`src/rtl/lbuf_pingpong_sched.sv`:
```
// -----------------------------------------------------------------------------
// lbuf_pingpong_sched
//
// Purpose:
//   Schedules a two-bank (ping-pong) image linebuffer between the pixel
//   capture write path and the PS DMA. Picks the bank each line is written
//   into, counts the 32-bit words of each line, raises a per-line interrupt
//   naming the ready bank, frees banks on the DMA-done handshake, and drops
//   lines while both banks are still owned by DMA.
//
// Optional feature macro:
//   LBUF_SCHED_STATS_EN  when defined, o_drop_count counts dropped lines in
//                        the current frame (saturating, cleared at frame
//                        start). When undefined, o_drop_count is tied to 0.
//
// Ports:
//   pclk          in   pixel clock, the only clock
//   reset_n       in   synchronous, active-low reset
//   i_enable      in   sampled only in IDLE; low keeps the block idle
//   i_vsync       in   rising edge = frame start
//   i_vde         in   video data enable (high during the active line)
//   i_wr_we       in   capture BRAM write strobe, one per 32-bit word
//   i_dma_done    in   1-cycle pulse: DMA finished reading bank i_dma_bank
//   i_dma_bank    in   bank released by i_dma_done
//   o_bank_sel    out  linebuffer address MSB for the capture path
//   o_line_irq    out  1-cycle pulse: a line is complete in o_line_bank
//   o_line_bank   out  bank holding the completed line
//   o_line_words  out  word count of the completed line
//   o_line_idx    out  index of the line being captured in the frame
//   o_frame_irq   out  1-cycle pulse: LINES lines handled
//   o_overrun     out  1-cycle pulse: a line was dropped
//   o_bank_full   out  per-bank "owned by DMA" flags
//   o_drop_count  out  dropped lines this frame
// -----------------------------------------------------------------------------
module lbuf_pingpong_sched #(
    parameter int LINES  = 480,
    parameter int WORD_W = 10,
    parameter int LINE_W = 10
) (
    input  logic              pclk,
    input  logic              reset_n,
    input  logic              i_enable,
    input  logic              i_vsync,
    input  logic              i_vde,
    input  logic              i_wr_we,
    input  logic              i_dma_done,
    input  logic              i_dma_bank,
    output logic              o_bank_sel,
    output logic              o_line_irq,
    output logic              o_line_bank,
    output logic [WORD_W-1:0] o_line_words,
    output logic [LINE_W-1:0] o_line_idx,
    output logic              o_frame_irq,
    output logic              o_overrun,
    output logic [1:0]        o_bank_full,
    output logic [15:0]       o_drop_count
);

    typedef enum logic [1:0] {
        IDLE,
        WAIT_LINE,
        ACTIVE,
        DROP
    } state_t;

    // State registers
    state_t              r_state;
    logic                r_vde_q;
    logic                r_vsync_q;
    logic                r_wr_bank;
    logic [WORD_W-1:0]   r_word_cnt;
    logic [1:0]          r_bank_full;
    logic                r_line_bank;
    logic [WORD_W-1:0]   r_line_words;
    logic [LINE_W-1:0]   r_line_idx;
    logic                r_line_irq;
    logic                r_frame_irq;
    logic                r_overrun;

    // Next-state values
    state_t              w_state_nxt;
    logic                w_wr_bank_nxt;
    logic [WORD_W-1:0]   w_word_cnt_nxt;
    logic [1:0]          w_bank_full_nxt;
    logic                w_line_bank_nxt;
    logic [WORD_W-1:0]   w_line_words_nxt;
    logic [LINE_W-1:0]   w_line_idx_nxt;
    logic                w_line_irq_nxt;
    logic                w_frame_irq_nxt;
    logic                w_overrun_nxt;

    // Edge detects and helpers
    logic                w_ls;
    logic                w_le;
    logic                w_fs;
    logic                w_frame_start;
    logic [1:0]          w_dma_clr;
    logic [1:0]          w_full_eff;
    logic [WORD_W-1:0]   w_word_inc;
    logic                w_last_line;

    assign w_ls = i_vde & ~r_vde_q;
    assign w_le = ~i_vde & r_vde_q;
    assign w_fs = i_vsync & ~r_vsync_q;

    // In IDLE a frame start is only honoured when enabled; in any other
    // state it aborts the current frame and restarts it.
    assign w_frame_start = w_fs & (i_enable | (r_state != IDLE));

    // DMA release is applied before the line-start check so that a bank
    // freed in the ls cycle can accept that very line.
    assign w_dma_clr  = i_dma_done ? (2'b01 << i_dma_bank) : 2'b00;
    assign w_full_eff = r_bank_full & ~w_dma_clr;

    // Saturating word increment: a line longer than the counter range
    // reports all-ones instead of wrapping to a small value.
    assign w_word_inc  = (r_word_cnt == '1) ? r_word_cnt : r_word_cnt + WORD_W'(1);
    assign w_last_line = (r_line_idx == LINE_W'(LINES - 1));

    always_comb begin
        // NOTE: every combinational output gets a default first so no path
        // leaves it unassigned, which would otherwise infer a latch.
        w_state_nxt      = r_state;
        w_wr_bank_nxt    = r_wr_bank;
        w_word_cnt_nxt   = r_word_cnt;
        w_bank_full_nxt  = w_full_eff;
        w_line_bank_nxt  = r_line_bank;
        w_line_words_nxt = r_line_words;
        w_line_idx_nxt   = r_line_idx;
        w_line_irq_nxt   = 1'b0;
        w_frame_irq_nxt  = 1'b0;
        w_overrun_nxt    = 1'b0;

        if (w_frame_start) begin
            // A partial line is discarded; bank ownership is kept.
            w_state_nxt    = WAIT_LINE;
            w_line_idx_nxt = '0;
        end else begin
            case (r_state)
                IDLE: begin
                end
                WAIT_LINE: begin
                    if (w_ls) begin
                        if (!w_full_eff[r_wr_bank]) begin
                            w_state_nxt    = ACTIVE;
                            w_word_cnt_nxt = i_wr_we ? WORD_W'(1) : '0;
                        end else begin
                            w_state_nxt   = DROP;
                            w_overrun_nxt = 1'b1;
                        end
                    end
                end
                ACTIVE: begin
                    if (w_le) begin
                        w_bank_full_nxt[r_wr_bank] = 1'b1;
                        w_line_bank_nxt  = r_wr_bank;
                        w_wr_bank_nxt    = ~r_wr_bank;
                        w_line_idx_nxt   = r_line_idx + LINE_W'(1);
                        w_line_words_nxt = i_wr_we ? w_word_inc : r_word_cnt;
                        w_line_irq_nxt   = 1'b1;
                        w_frame_irq_nxt  = w_last_line;
                        w_state_nxt      = w_last_line ? IDLE : WAIT_LINE;
                    end else if (i_wr_we) begin
                        w_word_cnt_nxt = w_word_inc;
                    end
                end
                DROP: begin
                    if (w_le) begin
                        w_line_idx_nxt  = r_line_idx + LINE_W'(1);
                        w_frame_irq_nxt = w_last_line;
                        w_state_nxt     = w_last_line ? IDLE : WAIT_LINE;
                    end
                end
                default: w_state_nxt = IDLE;
            endcase
        end
    end

    always_ff @(posedge pclk) begin
        // NOTE: sequential state uses non-blocking assignments so every
        // register samples the pre-edge values, independent of statement order.
        if (!reset_n) begin
            r_state      <= IDLE;
            r_vde_q      <= 1'b0;
            r_vsync_q    <= 1'b0;
            r_wr_bank    <= 1'b0;
            r_word_cnt   <= '0;
            r_bank_full  <= 2'b00;
            r_line_bank  <= 1'b0;
            r_line_words <= '0;
            r_line_idx   <= '0;
            r_line_irq   <= 1'b0;
            r_frame_irq  <= 1'b0;
            r_overrun    <= 1'b0;
        end else begin
            r_state      <= w_state_nxt;
            r_vde_q      <= i_vde;
            r_vsync_q    <= i_vsync;
            r_wr_bank    <= w_wr_bank_nxt;
            r_word_cnt   <= w_word_cnt_nxt;
            r_bank_full  <= w_bank_full_nxt;
            r_line_bank  <= w_line_bank_nxt;
            r_line_words <= w_line_words_nxt;
            r_line_idx   <= w_line_idx_nxt;
            r_line_irq   <= w_line_irq_nxt;
            r_frame_irq  <= w_frame_irq_nxt;
            r_overrun    <= w_overrun_nxt;
        end
    end

`ifdef LBUF_SCHED_STATS_EN
    logic [15:0] r_drop_count;
    logic        w_drop_inc;

    assign w_drop_inc = (r_state == WAIT_LINE) & ~w_frame_start & w_ls & w_full_eff[r_wr_bank];

    always_ff @(posedge pclk) begin
        if (!reset_n) begin
            r_drop_count <= '0;
        end else if (w_frame_start) begin
            r_drop_count <= '0;
        end else if (w_drop_inc && (r_drop_count != 16'hFFFF)) begin
            r_drop_count <= r_drop_count + 16'd1;
        end
    end

    assign o_drop_count = r_drop_count;
`else
    assign o_drop_count = '0;
`endif

    assign o_bank_sel   = r_wr_bank;
    assign o_line_irq   = r_line_irq;
    assign o_line_bank  = r_line_bank;
    assign o_line_words = r_line_words;
    assign o_line_idx   = r_line_idx;
    assign o_frame_irq  = r_frame_irq;
    assign o_overrun    = r_overrun;
    assign o_bank_full  = r_bank_full;

endmodule

```
`config.mk`:
```
export PLATFORM = sky130hd
export DESIGN_NAME = lbuf_pingpong_sched
export DESIGN_NICKNAME = d
export VERILOG_FILES = /design/src/rtl/lbuf_pingpong_sched.sv
export SDC_FILE = /design/constraint.sdc
export NUM_CORES = 1
export LEC_CHECK = 0
export ABC_AREA = 1
export CELL_PAD_IN_SITES_DETAIL_PLACEMENT = 0
export CELL_PAD_IN_SITES_GLOBAL_PLACEMENT = 1
export CORE_ASPECT_RATIO = 0.75
export CORE_MARGIN = 5
export CORE_UTILIZATION = 39
export CTS_BUF_LIST = sky130_fd_sc_hd__clkbuf_2
export CTS_CLUSTER_SIZE = 25
export DETAILED_ROUTE_END_ITERATION = 6
export PLACE_DENSITY_LB_ADDON = 0.25
export SLEW_MARGIN = 15
export SYNTH_ARGS = -nofsm -noshare
export SYNTH_HDL_FRONTEND = slang
export SYNTH_SLANG_ARGS = --single-unit
```
`constraint.sdc`:
```
create_clock -name pclk -period 2.29 [get_ports pclk]
set_clock_uncertainty 0.2 [all_clocks]
set_input_delay 0.687 -clock pclk [delete_from_list [all_inputs] [get_ports pclk]]
set_output_delay 0.687 -clock pclk [all_outputs]
set_load 0.01 [all_outputs]
```
# Word-level counts from Yosys, hierarchy flattened
# Cells that the tools add are included.
[word_totals]
register_bits = 41
inputBits = 8
output_inout_bits = 43
[classes]
addsub = 2
n_lt_le_gt_ge = 2
n_eq_ne = 11
n_shift = 1
mux = 23
n_bitwise = 19
reduce_logical = 15
[op_table]
columns = ["cell", "count"]
rows = [
  ["$mux 10", 5],
  ["$add 10x1->10 const B", 2],
  ["$pmux 10 s2", 1],
  ["$mux 2", 6],
  ["$not 1->1", 11],
  ["$eq 10x10->1 const B", 1],
  ["$eq 10x9->1 const B", 1],
  ["$mux 1", 9],
  ["$reduce_and 3->1", 3],
  ["$reduce_or 4->1", 2],
  ["$ne 2x2->1 const B", 3],
  ["$reduce_bool 2->1", 3],
  ["$reduce_and 5->1", 1],
  ["$and 1x1->1", 4],
  ["$eq 2x2->1 const B", 2],
  ["$pmux 2 s2", 1],
  ["$reduce_or 2->1", 2],
  ["$ne 3x1->1 const B", 1],
  ["$ne 3x3->1 const B", 1],
  ["$reduce_bool 3->1", 1],
  ["$reduce_or 3->1", 1],
  ["$and 2x2->2", 1],
  ["$eq 2x1->1 const B", 1],
  ["$lt 1x2->1 const B", 1],
  ["9 further kinds", 9],
]

# Depth between registers and ports, before layout
# Gate-level depths: netlist (run 1).
[depth]
depth_word = 10
depth_mapped = 10

# Least setup slack after synthesis (run 1)
# OpenSTA, ideal clock, no wires.
[synth_timing]
path_type = "in2reg"
start = "input port i_vde"
end = "register r_line_words[7], in the netlist o_line_words[7]"
t_arrival_ns = 1.540
setup_slack_ns = 0.437
stages = 9
path_buffers = 1
cell_sequence = "inv_1 nand2_2 nor2_8 nand2_4 nor2_4 inv_2 buf_6 o21ai_1 inv_1"
[synth_between]
elab_chain_len = 3
[synth_lines]
columns = ["item", "line_no", "source"]
rows = [
  ["start, declared", "44", "input logic i_vde,"],
  ["$not 1->1", "103", "assign w_le = ~i_vde & r_vde_q;"],
  ["$and 1x1->1", "103", ""],
  ["$reduce_and 3->1 (no source line)", "-", ""],
  ["end signal, assigned", "203", "r_line_words <= w_line_words_nxt;"],
  ["end, declared", "74", "logic [WORD_W-1:0] r_line_words;"],
]
# No other way between the ends.
# A chain may end at the register's enable or synchronous reset.

# Worst setup path in the final report (run 1)
[layout_timing]
start = "register r_line_words[1], in the netlist o_line_words[1]"
end = "output port o_line_words[1]"
[layout_rtl]
columns = ["item", "line_no", "source"]
rows = [
  ["end, declared", "51", "output logic [WORD_W-1:0] o_line_words,"],
]
# No word-level cell between the ends.

==> results.py, run 1 <==
metrics = {
    "status": {
        "outcome": "finished clean",
    },
    "worst_setup_path": {
        "critPathMaxFanout": 2,
        "rrSetupSlack_ps": 430,
        "required_ps": 1400,
        "critical_path.startpoint_type": "flop",
        "path_cells": "clkdlybuf4s50_1",
        "criticalPathCategory": "flop to output pin",
        "timing.critical_path.buf_inv": 1,
        "critical_path.endpoint_type": "output pin",
        "critical-path-top-delay-family": "buffers and inverters",
        "slowest_stage_delay_on_critical_path_ps": 550,
        "signal_arrival_time_at_the_worst_endpoint_ps": 1330,
        "critical-path-slowest-cell": "sky130_fd_sc_hd__clkdlybuf4s50_1",
    },
    "clocking": {
        "clock-root-buffer": "sky130_fd_sc_hd__clkbuf_2",
        "sink_count": 41,
        "cts_tree": "yes",
        "clock_latency_ps": 390,
        "maximum_number_of_buffers_from_clock_root_to_sink": 2,
        "worst_setup_hold_path_clk_slew_ps": 210,
        "numCtsBuffers": 5,
        "cts_hold_buf": 0,
        "count_of_h_tree_levels_built_during_cts": 2,
    },
    "place": {
        "numPortBuffers": 34,
        "dpl_cell_area_um2": 2750,
        "hpwl_um": 4440,
        "routabilityCongestion": 0.809,
    },
    "final_layout": {
        "final_net_count": 403,
        "utilization_pct": 52.7,
        "post_route_design_area_um2": 2870,
        "drive_gt1_share_pct": 16.8,
        "area.growth.synth_to_final_pct": 29.0,
        "layout.filler_cells": 536,
        "n_antenna_cell": 0,
    },
    "power": {
        "sw_power_w": 0.000303,
        "power-per-cell-area_nw_per_um2": 398,
        "comb_power_share_pct": 10.5,
        "power_frac_clock_pct": 26.5,
        "max-vdd-ir-drop_uv": 230,
        "sequentialPowerShare_pct": 63.0,
        "swShare_pct": 26.6,
        "internal_power_w": 0.000837,
        "leakage_nw": 1.30,
    },
    "synth": {
        "synth_largest_area_cell": "sky130_fd_sc_hd__dfxtp_1",
        "yosys.cell_types.count": 32,
        "proportion_of_netlist_area_held_by_the_largest_area_contributor_pct": 36.9,
        "synth.ff_latch_count": 41,
        "post_synthesis_average_cell_area_um2": 6.68,
        "netlist_instances": 333,
        "post_synth_instance_area_um2": 2220,
        "synthTopCellsByArea": "sky130_fd_sc_hd__dfxtp_1 (37%), sky130_fd_sc_hd__nand2_1 (13%), sky130_fd_sc_hd__nor2_1 (7.4%)",
        "synth_sequential_area_ratio_pct": 36.9,
        "yosys_warnings": 0,
    },
    "timing": {
        "fmax_mhz": 450,
        "maxSlewViolCount": 0,
        "final-hold-violation-count": 0,
        "final_clock_period_utilization_by_the_worst_path_pct": 97.0,
        "finalWorstPathRequiredPeriod_ps": 2220,
        "setup_viol": 0,
        "grt_setup_unrepaired": "false",
    },
    "route": {
        "detail_route.drc_violations": 0,
        "avgRoutedWirePerCell_um": 11.8,
        "finalWirelength_um": 5550,
        "drtIter0Drc": 128,
        "route.vias.total": 2150,
        "firstDrtPassIters": 4,
        "vias_per_cell": 4.58,
        "drtAntennaViolNets": 0,
    },
    "die": {
        "initial_utilization_pct": 40.9,
        "die_w_um": 97.2,
        "num_io_pins": 51,
        "placeableCoreArea_um2": 5440,
        "die_ar_um2": 7330,
        "rows": 23,
        "y_dimension_of_the_die_um": 75.4,
    },
    "global_routing": {
        "grt_max_degree": 13,
        "global_route.overflow_total": 0,
        "via_count_of_the_first_global_routing_pass": 1878,
        "grt_util_overall_pct": 15.4,
        "grt_first_pass_wirelength_um": 9070,
        "number_of_antenna_violations_at_the_first_check_in_global_routing": 0,
    },
    "flow_run": {
        "maxcap_violations": 0,
    },
    "worst_hold_path": {
        "worst_hold_path_type": "flop to flop",
    },
}
-- cells by family (layout without fill, tap and decap cells) --
kind of cell    after synthesis  count (layout)  synth area share, %
simple gates                175             175                 35.3
buf+inv                      69             115                 15.3
flops                        41              41                 36.9
compound gates               40              40                 9.28
xor+xnor                      5               5                 1.97
fa+ha+maj                     2               2                 1.12
other cells                   1              16                0.169
-- area by class of cell --
cell class                 instances  area, um2  share of cell area [%]
multi-input combinational        238       1120                    39.0
tap                               75       93.8                    3.27
sequential                        41        862                    30.0
timing repair buffer              63        588                    20.5
clock inverter                     2       10.0                   0.349
inverter                          44        165                    5.76
clock buffer                       6       30.0                    1.05
-- power by group through the flow --
stage	registers, W	logic (W)	clock network [W]
after floorplan	0.000741	0.0000872	0
after global placement	0.000742	0.000119	0
after detailed placement	0.000742	0.000119	0
after CTS	0.000728	0.000119	0.000320
after global routing	0.000720	0.000134	0.000349
final	0.000718	0.000120	0.000303
-- per-layer routing --
layer | GRT usage [%] | share of wire, % | vias to the layer above
met4 | 3.69 | 0.63 | 0
met1 | 23.2 | 55 | 961
met5 | 0 | 0 | -
met3 | 4.21 | 5.6 | 4
met2 | 21.6 | 39 | 48
li1 | - | - | 1137
-- synth_stat cells --
| cell type | number |
|---|---|
| sky130_fd_sc_hd__nand2_2 | 4 |
| sky130_fd_sc_hd__a21o_1 | 1 |
| sky130_fd_sc_hd__nand2_1 | 79 |
| sky130_fd_sc_hd__o21ai_0 | 8 |
| sky130_fd_sc_hd__conb_1 | 1 |
| sky130_fd_sc_hd__nor4_1 | 2 |
| sky130_fd_sc_hd__inv_2 | 2 |
| sky130_fd_sc_hd__buf_4 | 17 |
| sky130_fd_sc_hd__nor2_2 | 1 |
| sky130_fd_sc_hd__o21ai_1 | 8 |
| sky130_fd_sc_hd__inv_1 | 40 |
| sky130_fd_sc_hd__dfxtp_1 | 41 |
| sky130_fd_sc_hd__buf_2 | 2 |
| sky130_fd_sc_hd__nor2_1 | 44 |
| sky130_fd_sc_hd__xor2_1 | 3 |
| sky130_fd_sc_hd__a21oi_1 | 21 |
| sky130_fd_sc_hd__nor2_8 | 1 |
| sky130_fd_sc_hd__nand4_1 | 9 |
| sky130_fd_sc_hd__nand2_4 | 1 |
| sky130_fd_sc_hd__nand3b_1 | 2 |
| sky130_fd_sc_hd__a31oi_1 | 1 |
| sky130_fd_sc_hd__nor2_4 | 2 |
| sky130_fd_sc_hd__nor3_1 | 4 |
| sky130_fd_sc_hd__clkinv_1 | 2 |
| sky130_fd_sc_hd__buf_6 | 2 |
| sky130_fd_sc_hd__ha_1 | 2 |
| sky130_fd_sc_hd__o21a_1 | 1 |
| sky130_fd_sc_hd__clkbuf_1 | 4 |
| sky130_fd_sc_hd__or2_2 | 1 |
| sky130_fd_sc_hd__nor3b_1 | 1 |
| sky130_fd_sc_hd__nand3_1 | 24 |
| sky130_fd_sc_hd__xnor2_1 | 2 |
-- sequential cells by signal (all words and copies together), names as in the netlist --
register and count:
r_vsync_q 1, r_vde_q 1, r_word_cnt 10, o_line_words 10, r_state 2, o_bank_full 2, o_line_irq 1, o_line_bank 1
o_bank_sel 1, o_frame_irq 1, o_overrun 1, o_line_idx 10
-- worst paths after layout --
path	from	end	depth (start not counted)
setup / recovery	o_line_words[1]	o_line_words[1]	1
hold / removal	o_bank_full[1]	o_bank_full[1]	2
setup reg to reg	r_word_cnt[1]	r_word_cnt[1]	9
hold reg to reg	o_bank_full[1]	o_bank_full[1]	2
-- repair_timing --
| action | in CTS | in global routing |
|---|---|---|
| endpoints found under the hold margin | 0 | 0 |
| gates resized for setup | 8 | 19 |
| endpoints found under the setup margin | 8 | 15 |
| setup buffers | 0 | 5 |
-- cells in the final DEF (no fill, tap or decap), types with 8 or more instances in the layout --
master,n
sky130_fd_sc_hd__o21ai_1,8
sky130_fd_sc_hd__dfxtp_2,9
sky130_fd_sc_hd__clkdlybuf4s50_1,32
sky130_fd_sc_hd__nor2_1,44
sky130_fd_sc_hd__nand3_1,24
sky130_fd_sc_hd__nand2_1,79
sky130_fd_sc_hd__a21oi_1,21
sky130_fd_sc_hd__buf_4,27
sky130_fd_sc_hd__dfxtp_4,8
sky130_fd_sc_hd__dfxtp_1,24
sky130_fd_sc_hd__o21ai_0,8
sky130_fd_sc_hd__inv_1,40
sky130_fd_sc_hd__conb_1,16
sky130_fd_sc_hd__nand4_1,9
-- per-stage QoR --
| stage | worst slack, ps | hold slack (ps) | instances | setup TNS [ps] | power [W] |
|---|---|---|---|---|---|
| after floorplan | 437 | 266 | 348 | 0 | 0.000829 |
| after global placement | -31.5 | 286 | 456 | -213 | 0.000861 |
| after detailed placement | -93.4 | 281 | 456 | -1030 | 0.000861 |
| after CTS | 0.903 | 305 | 464 | 0 | 0.00117 |
| after global routing | 2.74 | 310 | 469 | 0 | 0.00120 |
| final | 68.4 | 289 | 469 | 0 | 0.00114 |
No activity file was read; power rests on OpenSTA's default activity.
==> run 2: changes to the inputs <==
Settings changed: SKIP_LAST_GASP set to 1, TNS_END_PERCENT set to 20.
==> results.py, run 2 (synthesis results as in run 1) <==
metrics = {
    "status": {
        "outcome": "finished clean",
    },
    "place": {
        "hpwl_um": 4440,
        "dpl_cell_area_um2": 2750,
        "numPortBuffers": 34,
        "routabilityCongestion": 0.809,
        "pre_cts_ws_ps": -93.4,
    },
    "worst_setup_path": {
        "r2r_cells": 9,
        "worstSetupPathDepth": 1,
        "critical-path-top-delay-family": "buffers and inverters",
        "critical-path-slowest-cell": "sky130_fd_sc_hd__clkdlybuf4s50_1",
        "signal_arrival_time_at_the_worst_endpoint_ps": 1380,
        "required_ps": 1400,
        "path_cells": "clkdlybuf4s50_1",
        "critical_path.endpoint_type": "output pin",
        "timing.critical_path.buf_inv": 1,
        "critPathMaxFanout": 2,
        "slowest_stage_delay_on_critical_path_ps": 570,
        "critical_path.startpoint_type": "flop",
        "criticalPathCategory": "flop to output pin",
    },
    "final_layout": {
        "final_cell_mix": "sky130_fd_sc_hd__nand2_1 (79), sky130_fd_sc_hd__nor2_1 (44), sky130_fd_sc_hd__inv_1 (40), sky130_fd_sc_hd__clkdlybuf4s50_1 (34), sky130_fd_sc_hd__dfxtp_1 (31)",
        "drive_gt1_share_pct": 14.1,
        "area.growth.synth_to_final_pct": 26.5,
        "final_net_count": 399,
        "layout.filler_cells": 542,
        "post_route_design_area_um2": 2820,
        "final_common_cell": "sky130_fd_sc_hd__nand2_1",
        "utilization_pct": 51.8,
        "n_antenna_cell": 0,
    },
    "die": {
        "die_w_um": 97.2,
        "placeableCoreArea_um2": 5440,
        "y_dimension_of_the_die_um": 75.4,
        "initial_utilization_pct": 40.9,
        "die_ar_um2": 7330,
        "rows": 23,
        "num_io_pins": 51,
    },
    "timing": {
        "finalWorstPathRequiredPeriod_ps": 2270,
        "final_clock_period_utilization_by_the_worst_path_pct": 99.0,
        "final-hold-violation-count": 0,
        "setup_viol": 0,
        "maxSlewViolCount": 0,
        "worst_slack_ps": 23.6,
        "hold_slack_ps": 290,
        "fmax_mhz": 441,
        "grt_setup_unrepaired": "true",
    },
    "flow_run": {
        "maxcap_violations": 0,
    },
    "clocking": {
        "count_of_h_tree_levels_built_during_cts": 2,
        "maximum_number_of_buffers_from_clock_root_to_sink": 2,
        "sink_count": 41,
        "cts_hold_buf": 0,
        "cts_tree": "yes",
        "clock_latency_ps": 390,
        "clock-root-buffer": "sky130_fd_sc_hd__clkbuf_2",
        "worst_setup_hold_path_clk_slew_ps": 210,
        "numCtsBuffers": 5,
    },
    "route": {
        "finalWirelength_um": 5460,
        "detail_route.drc_violations": 0,
        "vias_per_cell": 4.60,
        "drtAntennaViolNets": 0,
        "drtIter0Drc": 130,
        "firstDrtPassIters": 4,
        "route.vias.total": 2141,
        "avgRoutedWirePerCell_um": 11.7,
    },
    "power": {
        "max-vdd-ir-drop_uv": 230,
        "power-per-cell-area_nw_per_um2": 406,
        "leakage_nw": 1.24,
    },
    "worst_hold_path": {
        "worst_hold_path_type": "flop to flop",
        "worstHoldPathCells": 2,
    },
    "global_routing": {
        "grt_util_overall_pct": 15.4,
        "via_count_of_the_first_global_routing_pass": 1878,
        "global_route.overflow_total": 0,
        "number_of_antenna_violations_at_the_first_check_in_global_routing": 0,
        "grt_first_pass_wirelength_um": 9070,
        "grt_max_degree": 13,
    },
}
[run 2: cell count changes in the layout (fill, tap and decap cells not counted), sizes merged]
cell / change
buf: -4
dlymetal6s2s: -2
clkdlybuf4s50: +2
[run 2: power breakdown]
| group | total (W) | internal [W] | switching [W] |
|---|---|---|---|
| Clock | 0.000301 | 0.0000769 | 0.000224 |
| Combinational | 0.000119 | 0.0000480 | 0.0000712 |
| Sequential | 0.000723 | 0.000717 | 0.00000600 |
[run 2: metal layers]
layer,up-vias,global-route usage (%),share of wire (%)
li1,1130,-,-
met1,957,23.2,55
met2,50,21.6,38
met3,4,4.21,6.2
met4,0,3.69,0.64
met5,-,0,0
[run 2: timing repair]
item / CTS / global route
setup endpoints to repair: 8 / 17
gates resized for setup: 1 / 13
pin swaps: 0 / 0
setup buffers: 0 / 1
[run 2: path summary, 6_finish.rpt]
path	startpoint	end	slack, ps
max reg2reg	r_word_cnt[1]	r_word_cnt[1]	430
min reg2reg	o_bank_full[1]	o_bank_full[1]	290
min	o_bank_full[1]	o_bank_full[1]	290
max	o_line_words[3]	o_line_words[3]	20
[run 2: final cells by class]
cell class / count / area (um2) / area share (%)
Clock inverter: 2 / 10.0 / 0.356
Multi-Input combinational cell: 238 / 1120 / 39.8
Tap cell: 75 / 93.8 / 3.33
Timing Repair Buffer: 59 / 553 / 19.6
Sequential cell: 41 / 843 / 30.0
Inverter: 44 / 165 / 5.87
Clock buffer: 6 / 30.0 / 1.07
[run 2: metrics by stage]
stage	power [W]	std cells	setup TNS [ps]
after floorplan	0.000829	348	0
after global placement	0.000861	456	-213
after detailed placement	0.000861	456	-1030
after CTS	0.00117	464	-109
after global routing	0.00121	465	-197
final	0.00114	465	0
